### config.mk
export PLATFORM = sky130hd
export DESIGN_NAME = mem_dump_uart_flat
export DESIGN_NICKNAME = d
export VERILOG_FILES = /design/src/rtl/mem_dump_uart_if.sv /design/src/rtl/mem_dump_uart.sv /design/src/flat_wrapper.sv
export SDC_FILE = /design/constraint.sdc
export NUM_CORES = 1
export LEC_CHECK = 0
export CORE_MARGIN = 1.5
export CORE_UTILIZATION = 58
export CTS_CLUSTER_DIAMETER = 120
export DETAILED_ROUTE_END_ITERATION = 6
export PLACE_DENSITY = 0.85
export SLEW_MARGIN = 20
export SYNTH_ARGS = -nofsm -noshare
export SYNTH_HDL_FRONTEND = slang
export SYNTH_SLANG_ARGS = --single-unit
### constraint.sdc
create_clock -name clk -period 3.8 [get_ports clk]
set_input_delay 1.14 -clock clk [delete_from_list [all_inputs] [get_ports clk]]
set_output_delay 1.14 -clock clk [all_outputs]
set_load 0.01 [all_outputs]
### src/rtl/mem_dump_uart_if.sv
// Memory read port between the dump engine (master) and the word memory (slave).
// Read data is expected on din the cycle after en.
interface mem_dump_uart_if #(
    parameter int ADDR_WIDTH = 8
);
    logic [ADDR_WIDTH-1:0] addr;
    logic                  en;
    logic [31:0]           din;

    modport master (output addr, output en, input din);
    modport slave  (input addr, input en, output din);
endinterface

### src/rtl/mem_dump_uart.sv
// Memory-dump engine: walks word addresses 0..LAST_ADDR and streams every word
// out of an 8N1 UART pin.
// Build option MEM_DUMP_HEX_EN: defined -> 8 uppercase hex digits + CR LF per word,
// undefined -> 4 raw bytes per word, little-endian.
//
// state | meaning
// IDLE  | waiting for i_start, line idle high
// READ  | one-cycle en pulse at r_addr
// WAIT  | absorbs memory read latency
// LOAD  | captures din, arms the character sequencer
// SEND  | serialises the characters of the word back-to-back
// NEXT  | finishes (done) or advances the address
module mem_dump_uart #(
    parameter int ADDR_WIDTH  = 8,
    parameter int LAST_ADDR   = 2**ADDR_WIDTH - 1,
    parameter int CLK_PER_BIT = 868
) (
    input  logic            clk,
    input  logic            rst_n,
    input  logic            i_start,
    input  logic            i_abort,
    mem_dump_uart_if.master bus,
    output logic            o_txd,
    output logic            o_busy,
    output logic            o_done
);
`ifdef MEM_DUMP_HEX_EN
    localparam int LP_NCHAR = 10;
`else
    localparam int LP_NCHAR = 4;
`endif
    localparam int                    LP_CW        = $clog2(CLK_PER_BIT);
    localparam logic [LP_CW-1:0]      LP_BAUD_LAST = LP_CW'(CLK_PER_BIT - 1);
    localparam logic [ADDR_WIDTH-1:0] LP_LAST      = ADDR_WIDTH'(LAST_ADDR);
    localparam logic [3:0]            LP_CHAR_LAST = 4'(LP_NCHAR - 1);
    localparam logic [3:0]            LP_BIT_STOP  = 4'd9;

    typedef enum logic [2:0] {
        S_IDLE,
        S_READ,
        S_WAIT,
        S_LOAD,
        S_SEND,
        S_NEXT
    } state_t;

    state_t                r_state, w_state_nxt;
    logic [ADDR_WIDTH-1:0] r_addr,     w_addr_nxt;
    logic [31:0]           r_word,     w_word_nxt;
    logic [3:0]            r_char_idx, w_char_nxt;
    logic [3:0]            r_bit_idx,  w_bit_nxt;
    logic [LP_CW-1:0]      r_baud,     w_baud_nxt;
    logic                  r_txd,      w_txd_nxt;
    logic                  w_en;
    logic                  w_done;
    logic [7:0]            w_char;

    // Character idx of a word as it appears on the wire.
    function automatic logic [7:0] f_char(input logic [31:0] word, input logic [3:0] idx);
        logic [7:0] c;
`ifdef MEM_DUMP_HEX_EN
        logic [3:0] nib;
        nib = word[(5'd28 - {idx[2:0], 2'b00}) +: 4];
        if (idx == 4'd8)
            c = 8'h0D;
        else if (idx == 4'd9)
            c = 8'h0A;
        else
            c = (nib < 4'd10) ? (8'h30 + {4'h0, nib}) : (8'h37 + {4'h0, nib});
`else
        case (idx)
            4'd0:    c = word[7:0];
            4'd1:    c = word[15:8];
            4'd2:    c = word[23:16];
            default: c = word[31:24];
        endcase
`endif
        return c;
    endfunction

    // State and datapath registers; txd is registered so the pin never glitches.
    always_ff @(posedge clk or negedge rst_n) begin
        if (!rst_n) begin
            r_state    <= S_IDLE;
            r_addr     <= '0;
            r_word     <= '0;
            r_char_idx <= '0;
            r_bit_idx  <= '0;
            r_baud     <= '0;
            r_txd      <= 1'b1;
        end else begin
            r_state    <= w_state_nxt;
            r_addr     <= w_addr_nxt;
            r_word     <= w_word_nxt;
            r_char_idx <= w_char_nxt;
            r_bit_idx  <= w_bit_nxt;
            r_baud     <= w_baud_nxt;
            r_txd      <= w_txd_nxt;
        end
    end

    // Next-state, address walk, bit timer and the value txd takes next cycle.
    always_comb begin
        w_state_nxt = r_state;
        w_addr_nxt  = r_addr;
        w_word_nxt  = r_word;
        w_char_nxt  = r_char_idx;
        w_bit_nxt   = r_bit_idx;
        w_baud_nxt  = r_baud;
        w_txd_nxt   = 1'b1;
        w_en        = 1'b0;
        w_done      = 1'b0;
        w_char      = f_char(r_word, r_char_idx);
        case (r_state)
            S_IDLE: begin
                if (i_start) begin
                    w_state_nxt = S_READ;
                    w_addr_nxt  = '0;
                end
            end
            S_READ: begin
                w_en        = 1'b1;
                w_state_nxt = S_WAIT;
            end
            S_WAIT: begin
                w_state_nxt = S_LOAD;
            end
            S_LOAD: begin
                w_word_nxt  = bus.din;
                w_char_nxt  = '0;
                w_bit_nxt   = '0;
                w_baud_nxt  = LP_BAUD_LAST;
                w_txd_nxt   = 1'b0;
                w_state_nxt = S_SEND;
            end
            S_SEND: begin
                w_txd_nxt = r_txd;
                if (r_baud != '0) begin
                    w_baud_nxt = r_baud - 1'b1;
                end else begin
                    w_baud_nxt = LP_BAUD_LAST;
                    if (r_bit_idx != LP_BIT_STOP) begin
                        // bit_idx 0 is the start bit, so the next bit is data[bit_idx] or the stop bit
                        w_bit_nxt = r_bit_idx + 4'd1;
                        w_txd_nxt = (r_bit_idx == 4'd8) ? 1'b1 : w_char[r_bit_idx[2:0]];
                    end else begin
                        w_bit_nxt = '0;
                        if (i_abort) begin
                            w_state_nxt = S_IDLE;
                            w_addr_nxt  = '0;
                            w_txd_nxt   = 1'b1;
                        end else if (r_char_idx == LP_CHAR_LAST) begin
                            w_state_nxt = S_NEXT;
                            w_txd_nxt   = 1'b1;
                        end else begin
                            w_char_nxt = r_char_idx + 4'd1;
                            w_txd_nxt  = 1'b0;
                        end
                    end
                end
            end
            S_NEXT: begin
                if (r_addr == LP_LAST) begin
                    w_done      = 1'b1;
                    w_state_nxt = S_IDLE;
                end else begin
                    w_addr_nxt  = r_addr + 1'b1;
                    w_state_nxt = S_READ;
                end
            end
            default: begin
                w_state_nxt = S_IDLE;
            end
        endcase
    end

    assign bus.addr = r_addr;
    assign bus.en   = w_en;
    assign o_txd    = r_txd;
    assign o_busy   = (r_state != S_IDLE);
    assign o_done   = w_done;
endmodule

### src/flat_wrapper.sv
// flat-port wrapper written by rule: the top's interface ports become plain ports
module mem_dump_uart_flat 
#(
    parameter int ADDR_WIDTH  = 8,
    parameter int LAST_ADDR   = 2**ADDR_WIDTH - 1,
    parameter int CLK_PER_BIT = 868
)
  (clk, rst_n, i_start, i_abort, o_txd, o_busy, o_done, bus_addr, bus_en, bus_din);
  mem_dump_uart_if #(.ADDR_WIDTH(ADDR_WIDTH)) bus_i ();
  input  logic clk;
  input  logic rst_n;
  input  logic i_start;
  input  logic i_abort;
  output logic o_txd;
  output logic o_busy;
  output logic o_done;
  output wire logic [$bits(bus_i.addr)-1:0] bus_addr;
  output wire logic [$bits(bus_i.en)-1:0] bus_en;
  input wire logic [$bits(bus_i.din)-1:0] bus_din;
  assign bus_addr = bus_i.addr;
  assign bus_en = bus_i.en;
  assign bus_i.din = bus_din;
  mem_dump_uart #(.ADDR_WIDTH(ADDR_WIDTH), .LAST_ADDR(LAST_ADDR), .CLK_PER_BIT(CLK_PER_BIT)) u_core (.clk(clk), .rst_n(rst_n), .i_start(i_start), .i_abort(i_abort), .bus(bus_i), .o_txd(o_txd), .o_busy(o_busy), .o_done(o_done));
endmodule
# --- After elaboration in Yosys (flattened, before gate mapping) ---
# Cells that the tools add are included.
# Widths: inputs -> output; s select.
totals:
  word_cells: 76
  reg_bits: 62
  inputBits: 36
classes:
  muxes: 35
  order_cmp: 1
  reduce_logical: 10
  eq_ne: 19
  addsub: 4
op_table:
  columns: ["op", "count"]
  rows:
  - ["$pmux 8 s3", 2]
  - ["$mux 8", 5]
  - ["$mux 4", 6]
  - ["$pmux 10 s2", 1]
  - ["$pmux 3 s6", 1]
  - ["$pmux 4 s2", 2]
  - ["$mux 3", 5]
  - ["$ne 2x2->1 const B", 7]
  - ["$mux 1", 10]
  - ["$mux 10", 1]
  - ["$reduce_bool 10->1", 1]
  - ["$sub 10x1->10 const B", 1]
  - ["$add 4x1->4 const B", 2]
  - ["$add 8x1->8 const B", 1]
  - ["$eq 4x2->1 const B", 2]
  - ["$eq 8x8->1 const B", 1]
  - ["$eq 3x2->1 const B", 2]
  - ["$eq 3x3->1 const B", 2]
  - ["$reduce_and 6->1", 1]
  - ["$reduce_bool 3->1", 2]
  - ["$reduce_and 5->1", 1]
  - ["$eq 4x1->1 const B", 1]
  - ["$eq 4x4->1 const B", 1]
  - ["$logic_not 4->1", 1]
  - ["10 further kinds", 10]

# --- Longest topological paths before layout ---
depth:
  depth_word: 8
  mapped_depth: 8
  ltp_nobuf: 7

# --- Worst setup path before layout ---
# Ideal clock, no wire load.
synth_timing:
  path_type: "register to output"
  from: "register u_core.r_state[1]"
  to: "output port o_done"
  path_stages_with_launch: 4
  path_buffers: 1
  path_slack_ns: 1.392
  arrival_time_ns: 1.268
  path_cell_list: "dfrtp_1 > buf_2 > nand3b_1 > nor4_1"
synth_between:
  elab_chain_len: 2
synth_rtl:
  columns: ["element", "line_no", "text"]
  rows:
  - ["start, declared", "mem_dump_uart.sv:47", "state_t r_state, w_state_nxt;"]
  - ["start signal, assigned", "mem_dump_uart.sv:92", "r_state <= w_state_nxt;"]
  - ["$eq 3x3->1", "mem_dump_uart.sv:114", "case (r_state)"]
  - ["$mux 1", "mem_dump_uart.sv:114", null]
  - ["end, declared", "flat_wrapper.sv:16", "output logic o_done;"]
# Every way passes these cells.

# --- Final worst setup path ---
layout_timing:
  from: "register u_core.r_state[0]"
  to: "output port o_done"
# Same word-level chain as after synthesis.

==> summary.md <==
| Metric | Value |
|---|---|
| Root Buffer | clkbuf_8 |
| Number of inserted diodes | 0 |
| Post_cts resized | 0 |
| Post-synthesis compound-gate area fraction | 14.6% |
| DR iter-0 viols | 165 |
| Cell area after synthesis | 3190 um2 |
| Placed Area | 3690 um2 |
| Max Clk Rate | 0.283 GHz |
| Max-cap violations | 0 |
| GRT Total Usage | 25.3% |
| Congestion Overflow GR | 0 |
| Setup violations, final | 0 |
| Worst Hold Launch | u_core.r_word[30] |
| Reg-to-Reg Start | u_core.r_state[0] |
| Final Slew Violations | 0 |
| Vias/cell | 5.80 |
| DR WL/cell | 14.6 um |
| Placer Congestion | 0.851 |
| Layout cell share with drive strength beyond 1 | 7.52% |
| Initial core utilization | 61.2% |
| Filler cell count | 406 |
| Setup ws final | 0.272 ns |
| Yosys warnings | 0 |
| Mux contribution to synthesized area | 1.77% |
| Yosys reg bits | 62 |
| CTS buffer count | 9 |
| Clock tree buffer depth | 2 |
| Final instance count without filler cells | 469 |
| Reg-to-Reg End | u_core.r_state[0] |
| Critical path class | reg2out |
| Startpoint Class | register |
| Drt drc | 0 |
| Die width | 77.1 um |
| Worst-margin pin slew | 0.937 ns |
| Hold_buf cts | 0 |
| CTS tree | done |
| Post-Route WL | 6840 um |
| Setup bufs post-CTS | 0 |
| Post-Synth Simple-Gate Area | 26.8% |
| Final worst-path cycle share | 92.8% |
| Largest net degree at the start of global routing | 52 |
| Nets | 439 |
| Critical-path maximum fanout | 13 |
| Ys async rst share | 100% |
| Ys flop type | dfrtp_1 |
| Worst EP arrival | 2.39 ns |
| Hpwl dp | 4750 um |
| Worst hold slack | 0.479 ns |
| Fin util | 73.8% |
| Fin Setup TNS | 0 ns |
| Seq/Total Area, Yosys | 48.7% |
| Place WS | 0.649 ns |
| Power per cell area | 647 nW/um2 |
| Post-synthesis net count | 396 |
| H-tree levels | 3 |
| R2r worst-path depth | 4 |
| Worst hold endpoint | u_core.r_word[30] |
| Post-synthesis xor/xnor area fraction | 1.92% |
| Leak pwr | 1.78 nW |
| Min Tclk post-route | 3.53 ns |
| Worst-Skew Late Latency | 0.34 ns |
| Placeable Area | 5200 um2 |
| RSZ-0062 raised after global routing | false |
| Flop2flop setup slack | 1.46 ns |
| I/O pins | 48 |
| Worst Path Required | 2.66 ns |
| Status | finished clean |
| Design area | 3840 um2 |
| Hold Path Depth | 2 |
| EDFF count, synth | 0 |
| Distinct cells, synth | 57 |
| HP Class | reg2reg |
| Vias in the first global route | 2601 |
| Final Total Pwr | 2.49 mW |
| Main combinational cell family by area after synthesis | simple AND/OR/NAND/NOR gates |
| DIE HEIGHT | 77.1 um |
| Adder-Cell Fraction of Synth Area | 2.75% |
| Number of core rows | 26 |
| Final Skew | 0.00979 ns |
| Gate Count Post-Synth | 353 |
| Syn_area_per_cell | 9.02 um2 |
| Total Die Area | 5950 um2 |
| Rel. slew slack | 37.5% |
| Clk slew on worst S/H paths | 0.07 ns |
| First drt pass iteration count | 5 |
| Cell count after placement | 455 |
| Critical Path Sink Type | output port |
| First-pass GRT wire length | 11900 um |
| P&R area growth vs syn | 20.7% |
| Final hold violations | 0 |
| Clock sink count | 62 |
| Port Buffers | 47 |
| IR drop worst, VDD | 0.316 mV |
| Post-DRT Antenna Nets | 0 |
| Via Count | 2719 |
| Initial antenna violation count | 0 |
[routing by layer]
layer / GRT usage, % / part of all wire [%] / wire length [um] / vias up
met1: 33.5 / 45 / 3060 / 1312
met2: 40.7 / 49 / 3360 / 85
met5: 0 / 0 / 0 / -
li1: - / - / - / 1309
met3: 4.17 / 4.6 / 313 / 13
met4: 12.0 / 1.5 / 105 / 0
[how the worst max path moves through the flow]
stage                     endpoint         startpoint  cells after the start  slack, ns
after CTS                   o_done  u_core.r_state[1]                      3       0.27
after detailed placement    o_done  u_core.r_state[1]                      3       0.65
final                       o_done  u_core.r_state[0]                      3       0.27
after global placement      o_done  u_core.r_state[1]                      3       0.67
after global routing        o_done  u_core.r_state[0]                      3       0.08
after floorplan             o_done  u_core.r_state[1]                      3       1.39
[flip-flops by register name, summed over array words and instances, names as in the netlist]
name	cells
u_core.r_word	32
u_core.r_baud	10
u_core.bus.addr	8
u_core.r_bit_idx	4
u_core.r_char_idx	4
u_core.r_state	3
u_core.o_txd	1
[cell families after synthesis]
family,count (synthesis)
buf+inv,27
simple gates,182
flops,62
compound gates,65
xor+xnor,7
fa+ha+maj,7
mux,3
[synth_stat cells (all sizes together) (4+ instances only)]
cell	number	area, um2
nand2	115	432
dfrtp	61	1530
nor2	20	75.1
o21ai	19	95.1
buf	9	41.3
clkbuf	9	33.8
inv	9	33.8
a21oi	8	40.0
ha	7	87.6
and3	6	37.5
nand3	6	35.0
o31ai	6	50.1
nor4	5	37.5
a222oi	4	40.0
nand2b	4	25.0
nor2b	4	25.0
or3	4	30.0
xor2	4	35.0
[worst max-delay path: stages, from the launching register on]
cell	delay [ns]
dfrtp_1	0.58
nand3b_1	0.41
nor4_1	0.45
clkdlybuf4s50_1	0.60
[where the power goes]
group	switching, mW	total, mW	internal (mW)
sequential	0.206	1.10	0.895
clock	0.238	0.483	0.245
combinational	0.497	0.903	0.406
total	0.941	2.49	1.55
[final cells by class]
cell class / count / area [um2] / share of cell area (%)
Clock inverter: 2 / 10.0 / 0.260
Sequential cell: 62 / 1550 / 40.4
Timing Repair Buffer: 50 / 490 / 12.8
Clock buffer: 12 / 145 / 3.78
Multi-Input combinational cell: 264 / 1520 / 39.6
Tap cell: 70 / 87.6 / 2.28
Inverter: 9 / 33.8 / 0.879
[placed cells by master (no fill, tap or decap), types with 3 or more instances in the layout]
cell / count
a21oi_1: 8
or3_1: 3
and3_1: 6
clkbuf_8: 10
buf_4: 4
clkdlybuf4s50_1: 46
o41ai_1: 3
a211oi_1: 3
nand4_1: 3
a22o_1: 3
nand2_1: 115
dfrtp_1: 61
o21ai_0: 3
nand3_1: 5
nor2_1: 20
o21ai_1: 16
nor2b_1: 4
nand2b_1: 4
xnor2_1: 3
a222oi_1: 4
o31ai_1: 5
inv_1: 9
xor2_1: 4
nor4_1: 4
ha_1: 7
No activity file was read; power rests on OpenSTA's default activity.
